--- src/rtl/shift_cmd_sequencer.sv ---
// Purpose: sequences load/rotate/ASR commands into an external 8-bit shift register and returns its final value (optional abort via SHIFT_SEQ_ABORT_EN).
// Latency: accept at T -> result_valid high at T+3+N (N = shift count, forced to 0 for LOAD_ONLY).
// Backpressure: one command in flight; cmd_ready low from accept until the cycle after the result handshake, result held until result_ready.
module shift_cmd_sequencer #(
    parameter int WIDTH = 8,
    parameter int CNT_W = 4
) (
    input  logic             clk,
    input  logic             reset,
    input  logic             cmd_valid,
    output logic             cmd_ready,
    input  logic [1:0]       cmd_op,
    input  logic [WIDTH-1:0] cmd_data,
    input  logic [CNT_W-1:0] cmd_count,
    output logic             reg_load_n,
    output logic             reg_rot_right,
    output logic             reg_as_right,
    output logic [WIDTH-1:0] reg_data,
    input  logic [WIDTH-1:0] reg_q,
    output logic             result_valid,
    input  logic             result_ready,
    output logic [WIDTH-1:0] result,
    output logic             busy
`ifdef SHIFT_SEQ_ABORT_EN
    ,
    input  logic             abort,
    output logic             aborted
`endif
);

    localparam logic [1:0] OP_ROL  = 2'd0;
    localparam logic [1:0] OP_ASR  = 2'd2;
    localparam logic [1:0] OP_LOAD = 2'd3;

    typedef enum logic [2:0] {
        S_IDLE    = 3'd0,
        S_LOAD    = 3'd1,
        S_SHIFT   = 3'd2,
        S_CAPTURE = 3'd3,
        S_RESP    = 3'd4
    } state_t;

    state_t            r_state;
    state_t            w_next;
    logic [1:0]        r_op;
    logic [WIDTH-1:0]  r_data;
    logic [CNT_W-1:0]  r_cnt;
    logic [WIDTH-1:0]  r_shadow;
    logic [WIDTH-1:0]  r_result;
    logic              w_abort;
    logic              w_accept;
    logic              w_res_hs;

`ifdef SHIFT_SEQ_ABORT_EN
    assign w_abort = abort;
`else
    assign w_abort = 1'b0;
`endif

    assign w_accept     = (r_state == S_IDLE) && cmd_valid;
    assign result_valid = (r_state == S_RESP);
    assign w_res_hs     = result_valid && result_ready;
    assign busy         = (r_state != S_IDLE);
    assign result       = r_result;

    // State register; reset abandons any command in flight.
    always_ff @(posedge clk) begin
        if (reset) r_state <= S_IDLE;
        else       r_state <= w_next;
    end

    // Next state and register-control outputs; the register is re-loaded whenever it is not shifting.
    always_comb begin
        w_next        = r_state;
        cmd_ready     = 1'b0;
        reg_load_n    = 1'b0;
        reg_rot_right = 1'b0;
        reg_as_right  = 1'b0;
        reg_data      = r_shadow;
        case (r_state)
            S_IDLE: begin
                cmd_ready = 1'b1;
                if (cmd_valid) w_next = S_LOAD;
            end
            S_LOAD: begin
                reg_data = r_data;
                if (w_abort || r_cnt == '0) w_next = S_CAPTURE;
                else                        w_next = S_SHIFT;
            end
            S_SHIFT: begin
                reg_load_n    = 1'b1;
                reg_rot_right = (r_op != OP_ROL);
                reg_as_right  = (r_op == OP_ASR);
                if (w_abort || r_cnt == CNT_W'(1)) w_next = S_CAPTURE;
            end
            S_CAPTURE: begin
                // Feed Q straight back so the register holds while it is sampled.
                reg_data = reg_q;
                w_next   = S_RESP;
            end
            S_RESP: begin
                if (result_ready) w_next = S_IDLE;
            end
            default: w_next = S_IDLE;
        endcase
    end

    // Command latch, step down-counter, shadow copy and result capture.
    always_ff @(posedge clk) begin
        if (reset) begin
            r_op     <= '0;
            r_data   <= '0;
            r_cnt    <= '0;
            r_shadow <= '0;
            r_result <= '0;
        end else begin
            if (w_accept) begin
                r_op   <= cmd_op;
                r_data <= cmd_data;
                r_cnt  <= (cmd_op == OP_LOAD) ? '0 : cmd_count;
            end
            if (r_state == S_SHIFT) r_cnt <= r_cnt - CNT_W'(1);
            if (r_state == S_CAPTURE) begin
                r_result <= reg_q;
                r_shadow <= reg_q;
            end
        end
    end

`ifdef SHIFT_SEQ_ABORT_EN
    logic r_aborted;
    assign aborted = r_aborted;

    // Remember that the command was cut short; cleared when the result is consumed.
    always_ff @(posedge clk) begin
        if (reset)                                                           r_aborted <= 1'b0;
        else if (w_abort && (r_state == S_LOAD || r_state == S_SHIFT))       r_aborted <= 1'b1;
        else if (w_res_hs)                                                   r_aborted <= 1'b0;
    end
`endif

endmodule

--- config.mk ---
export PLATFORM = sky130hd
export DESIGN_NAME = shift_cmd_sequencer
export DESIGN_NICKNAME = d
export VERILOG_FILES = /design/src/rtl/shift_cmd_sequencer.sv
export SDC_FILE = /design/constraint.sdc
export NUM_CORES = 1
export LEC_CHECK = 0
export ABC_AREA = 0
export BUFFER_PORTS_ARGS = -buffer_cell sky130_fd_sc_hd__buf_4
export CAP_MARGIN = 20
export CORE_UTILIZATION = 36
export CTS_BUF_LIST = sky130_fd_sc_hd__clkbuf_16
export CTS_CLUSTER_DIAMETER = 120
export CTS_CLUSTER_SIZE = 28
export DETAILED_ROUTE_END_ITERATION = 12
export GPL_ROUTABILITY_DRIVEN = 0
export GPL_TIMING_DRIVEN = 0
export PLACE_DENSITY_LB_ADDON = 0.05
export SLEW_MARGIN = 0
export SYNTH_ARGS = -nofsm -noshare
export SYNTH_HDL_FRONTEND = slang
export SYNTH_SLANG_ARGS = --single-unit
export TNS_END_PERCENT = 30
--- constraint.sdc ---
create_clock -name clk -period 3.6 [get_ports clk]
set_clock_uncertainty 0.2 [all_clocks]
set_input_delay 1.08 -clock clk [delete_from_list [all_inputs] [get_ports clk]]
set_output_delay 1.08 -clock clk [all_outputs]
set_load 0.005 [all_outputs]
# ---- Yosys cells after proc, flatten, opt, wreduce, memory -nomap -nowiden
# Cells that the tools add are included.
dict set report word_totals {
  in_bits 26
  word_cells 36
  regBits 25
}
dict set report classes {
  n_mux 13
  n_eq_ne 10
  addsub 1
  n_reduce_logical 7
}
# cell n
set op_table {}
lappend op_table {{case mux 8 bit (2 select lines)} 1}
lappend op_table {{case mux 3 bit (5 select lines)} 1}
lappend op_table {{2-to-1 mux 4 bit} 3}
lappend op_table {{2-to-1 mux 3 bit} 3}
lappend op_table {{equality test 3 x 2 -> 1 bit, second input constant} 2}
lappend op_table {{2-to-1 mux 1 bit} 5}
lappend op_table {{equality test 2 bit, second input constant} 2}
lappend op_table {{equality test 4 x 1 -> 1 bit, second input constant} 1}
lappend op_table {{zero test 4 bit} 1}
lappend op_table {{inequality test 2 bit, second input constant} 2}
lappend op_table {{nonzero test 2 bit} 2}
lappend op_table {{subtractor 4 x 1 -> 4 bit, second input constant} 1}
lappend op_table {{equality test 3 x 1 -> 1 bit, second input constant} 1}
lappend op_table {{equality test 3 bit, second input constant} 1}
lappend op_table {{zero test 3 bit} 1}
lappend op_table {{AND reduction 3 bit} 1}
lappend op_table {{nonzero test 3 bit} 1}
lappend op_table {{inequality test 2 x 1 -> 1 bit, second input constant} 1}
lappend op_table {{logical AND 1 bit} 1}

# ---- Logic depth before layout (Yosys ltp)
dict set report logic_depth {
  ltp_word 4
  mapped_depth 5
  depth_no_buf 5
}

# ---- Worst setup path after synthesis
# Ideal clock, no wire load.
dict set report synth_path {
  kind {input to output}
  from {in reg_q[0]}
  to {out reg_data[0]}
  t_arrival_ns 1.306
  slack_ns 1.014
  cell_stages 2
  cell_sequence {mux2i_1 -> o21ai_0}
}
dict set report synth_between {
  elab_chain_len 1
}
# element line_no
set synth_lines {}
lappend synth_lines {{from (decl)} 19} ;# input logic [WIDTH-1:0] reg_q,
lappend synth_lines {{case mux 8 bit (2 select lines)} 80} ;# case (r_state)
lappend synth_lines {{to (decl)} 18} ;# output logic [WIDTH-1:0] reg_data,
# No other way between the ends.

# ---- Worst setup path after layout
dict set report layout_path {
  from {reg r_state[2]}
  to {out reg_data[6]}
}
dict set report layout_between {
  elab_chain_len 2
}
# element line_no
set layout_lines {}
lappend layout_lines {{from (decl)} 43} ;# state_t r_state;
lappend layout_lines {{from (signal assigned)} 69} ;# else r_state <= w_next;
lappend layout_lines {{equality test 3 x 2 -> 1 bit or equality test 3 x 1 -> 1 bit (tied branches)} 80}
lappend layout_lines {{case mux 8 bit (2 select lines) *} 80}
# Every way passes the cells marked *; elsewhere a longest branch is shown, timed or not.

==> reports/qor.txt <==
Initial Utilization: 38.02%
post-route clock period utilization: 87.60%
Final min period: 3.154 ns
relative slew slack: 62.37%
Setup CP Type: register to output pin
area of the mapped netlist: 1279 sq um
Num CTS Buffers: 3
Setup crit start: r_state[2]$_SDFFE_PP0P_
Comb pwr share: 47.1%
first-pass GRT wire length: 4988 microns
DRT iter0 DRCs: 32
initial antenna violation count: 0
area delta synth->final: 37.67%
Worst-path clk slew: 0.06 ns
R2R cell count: 5
hold crit path type: register to register
number of iterations in the first detailed-routing pass: 4
cts repair resizes: 0
RR Startpoint: r_cnt[0]$_SDFFE_PP0P_
Setup crit end: reg_data[6]
Worst Path Max Fanout: 10
final count of hold timing violations: 0
Core ar.: 3363 sq um
CP arrival: 1.87 ns
Hold WS: 0.2563 ns
YS warnings: 0
P_int: 0.7626 mW
Clock Power Share: 20.7%
worst endpoint required time: 2.32 ns
final core utilization: 52.34%
Syn Area/Cell: 8.413 sq um
pwr dens: 674.4 nW/um^2
Global Route Usage Sum: 18.15%
syn nets: 180
final wirelength: 3179 microns
Root Buffer: clkbuf_16
endpoint type of the worst setup path: output pin
layout cell share with drive strength beyond 1: 31.19%
Post-CTS Hold Buffers: 0
IO buf count: 46
vias in the first global route: 1086
Die Y: 61.60 microns
RSZ-0062 raised after global routing: no
dpl hpwl: 2301 microns
Mapped Cells: 152
Peak VDD IR: 0.2732 mV
DP Area: 1682 sq um
CTS tree: done
vias per cell: 4.790
sequential power share: 32.2%
Post-synth top flop: dfxtp_1
antenna fix cells: 0
setup TNS: 0 ns
# Post-CTS Setup Buffers: 0
worst slew pin tran: 0.5644 ns
Antenna Nets Post-Route: 0
final instance area: 1760 sq um
largest net degree at the start of global routing: 14
distinct cell type count after synthesis: 35
switching power total: 0.4246 mW
crit start category: register
Seq/Total Area, Yosys: 39.14%
sw frac: 35.77%
H-Tree Depth: 1
std cell rows: 21
hold path start: r_data[6]$_SDFFE_PP0P_
Die Span X: 61.60 microns
most common cell after layout, fill and taps aside: buf_4
Max Fclk: 0.3171 GHz
Clock Sink Count: 25
worst reg2reg path endpoint: r_state[0]$_SDFFE_PP0P_
Residual DRC: 0
die area: 3795 sq um
Ports: 48
Nets: 231
max-cap check violation count: 0
commonest cells after routing, fill and taps aside: buf_4 (47), nand2_1 (30), dfxtp_1 (25)
final setup fails: 0
fillers: 357
status: completed
total power: 1.187 mW
Clk Latency, worst-skew pair: 0.25 ns
setup slack, reg-to-reg: 1.93 ns
Wirelength per Cell: 12.82 microns
Lkg Pwr: 0.7946 nW
register bit count reported by yosys: 25
worst-case clock buffer depth: 2
Slew Limit Fails: 0
Post-synth ARST share: 0%
remaining global-route overflow: 0
DR vias: 1188
number of synthesized flops with an enable pin: 0
==> how the worst min path moves through the flow <==
stage | endpoint | cells past startpoint
2_1_floorplan | r_data[0]$_SDFFE_PP0P_ | 2
3_3_place_gp | r_data[6]$_SDFFE_PP0P_ | 2
3_5_place_dp | r_data[3]$_SDFFE_PP0P_ | 2
4_1_cts | r_data[3]$_SDFFE_PP0P_ | 2
5_1_grt | r_data[5]$_SDFFE_PP0P_ | 2
6_report | r_data[6]$_SDFFE_PP0P_ | 2
==> power groups by stage <==
stage | Sequential (mW) | Clock [mW] | Combinational, mW
3_3_place_gp | 0.384 | 0 | 0.553
2_1_floorplan | 0.378 | 0 | 0.374
3_5_place_dp | 0.388 | 0 | 0.560
5_1_grt | 0.391 | 0.265 | 0.624
6_report | 0.382 | 0.246 | 0.559
4_1_cts | 0.382 | 0.255 | 0.565
==> cells by family after synthesis <==
logic type / after synthesis / synth area share, %
fa+ha+maj: 2 / 1.957
mux: 16 / 12.52
flops: 25 / 39.14
simple gates: 61 / 24.95
buf+inv: 15 / 6.262
compound gates: 32 / 14.48
xor+xnor: 1 / 0.6851
==> metrics by stage <==
step / instances / worst slack [ns]
after global placement: 244 / 0.7491
final: 248 / 0.4462
after global routing: 248 / 0.2893
after detailed placement: 244 / 0.7204
after floorplan: 152 / 1.014
after CTS: 248 / 0.4217
==> synth_stat cells (all sizes together) (2+ instances only) <==
| cell | instances | area [sq um] |
|---|---|---|
| nand2 | 30 | 112.6 |
| nor4b | 3 | 41.29 |
| a21oi | 12 | 60.06 |
| o21ai | 12 | 60.06 |
| nor2 | 10 | 37.54 |
| nor3 | 2 | 10.01 |
| dfxtp | 25 | 500.5 |
| inv | 4 | 15.01 |
| clkbuf | 3 | 11.26 |
| mux2i | 16 | 160.2 |
| nand2b | 3 | 18.77 |
| buf | 8 | 53.80 |
| ha | 2 | 25.02 |
| nor3b | 2 | 20.02 |
| nand3 | 3 | 15.01 |
| a31oi | 3 | 18.77 |
==> layout make-up <==
| class | instances | area, sq um | share of cell area (%) |
|---|---|---|---|
| multi-input combinational | 112 | 698.2 | 39.66 |
| sequential | 25 | 500.5 | 28.43 |
| timing repair buffer | 46 | 345.3 | 19.62 |
| clock buffer | 3 | 75.07 | 4.264 |
| buffer | 11 | 65.06 | 3.696 |
| tap | 46 | 57.56 | 3.269 |
| inverter | 4 | 15.01 | 0.8529 |
| clock inverter | 1 | 3.754 | 0.2132 |
==> sequential cells by signal, indices dropped and copies added, names as in the netlist <==
signal and cells:
result 8, r_cnt 4, r_state 3, r_op 2
r_data 8
==> critical path: stages, from the launching register on <==
cell and delay (ns):
dfxtp_1 0.41, buf_6 0.16, nand2b_1 0.27, clkbuf_1 0.42
nand2_1 0.09, o21ai_0 0.11, buf_4 0.15
==> per-layer routing <==
metal	global-route usage [%]	share of wire [%]
met1	23.82	48
met2	29.49	46
met3	4.832	5.0
met4	4.762	0.63
met5	0	0
No activity file was read; power rests on OpenSTA's default activity.
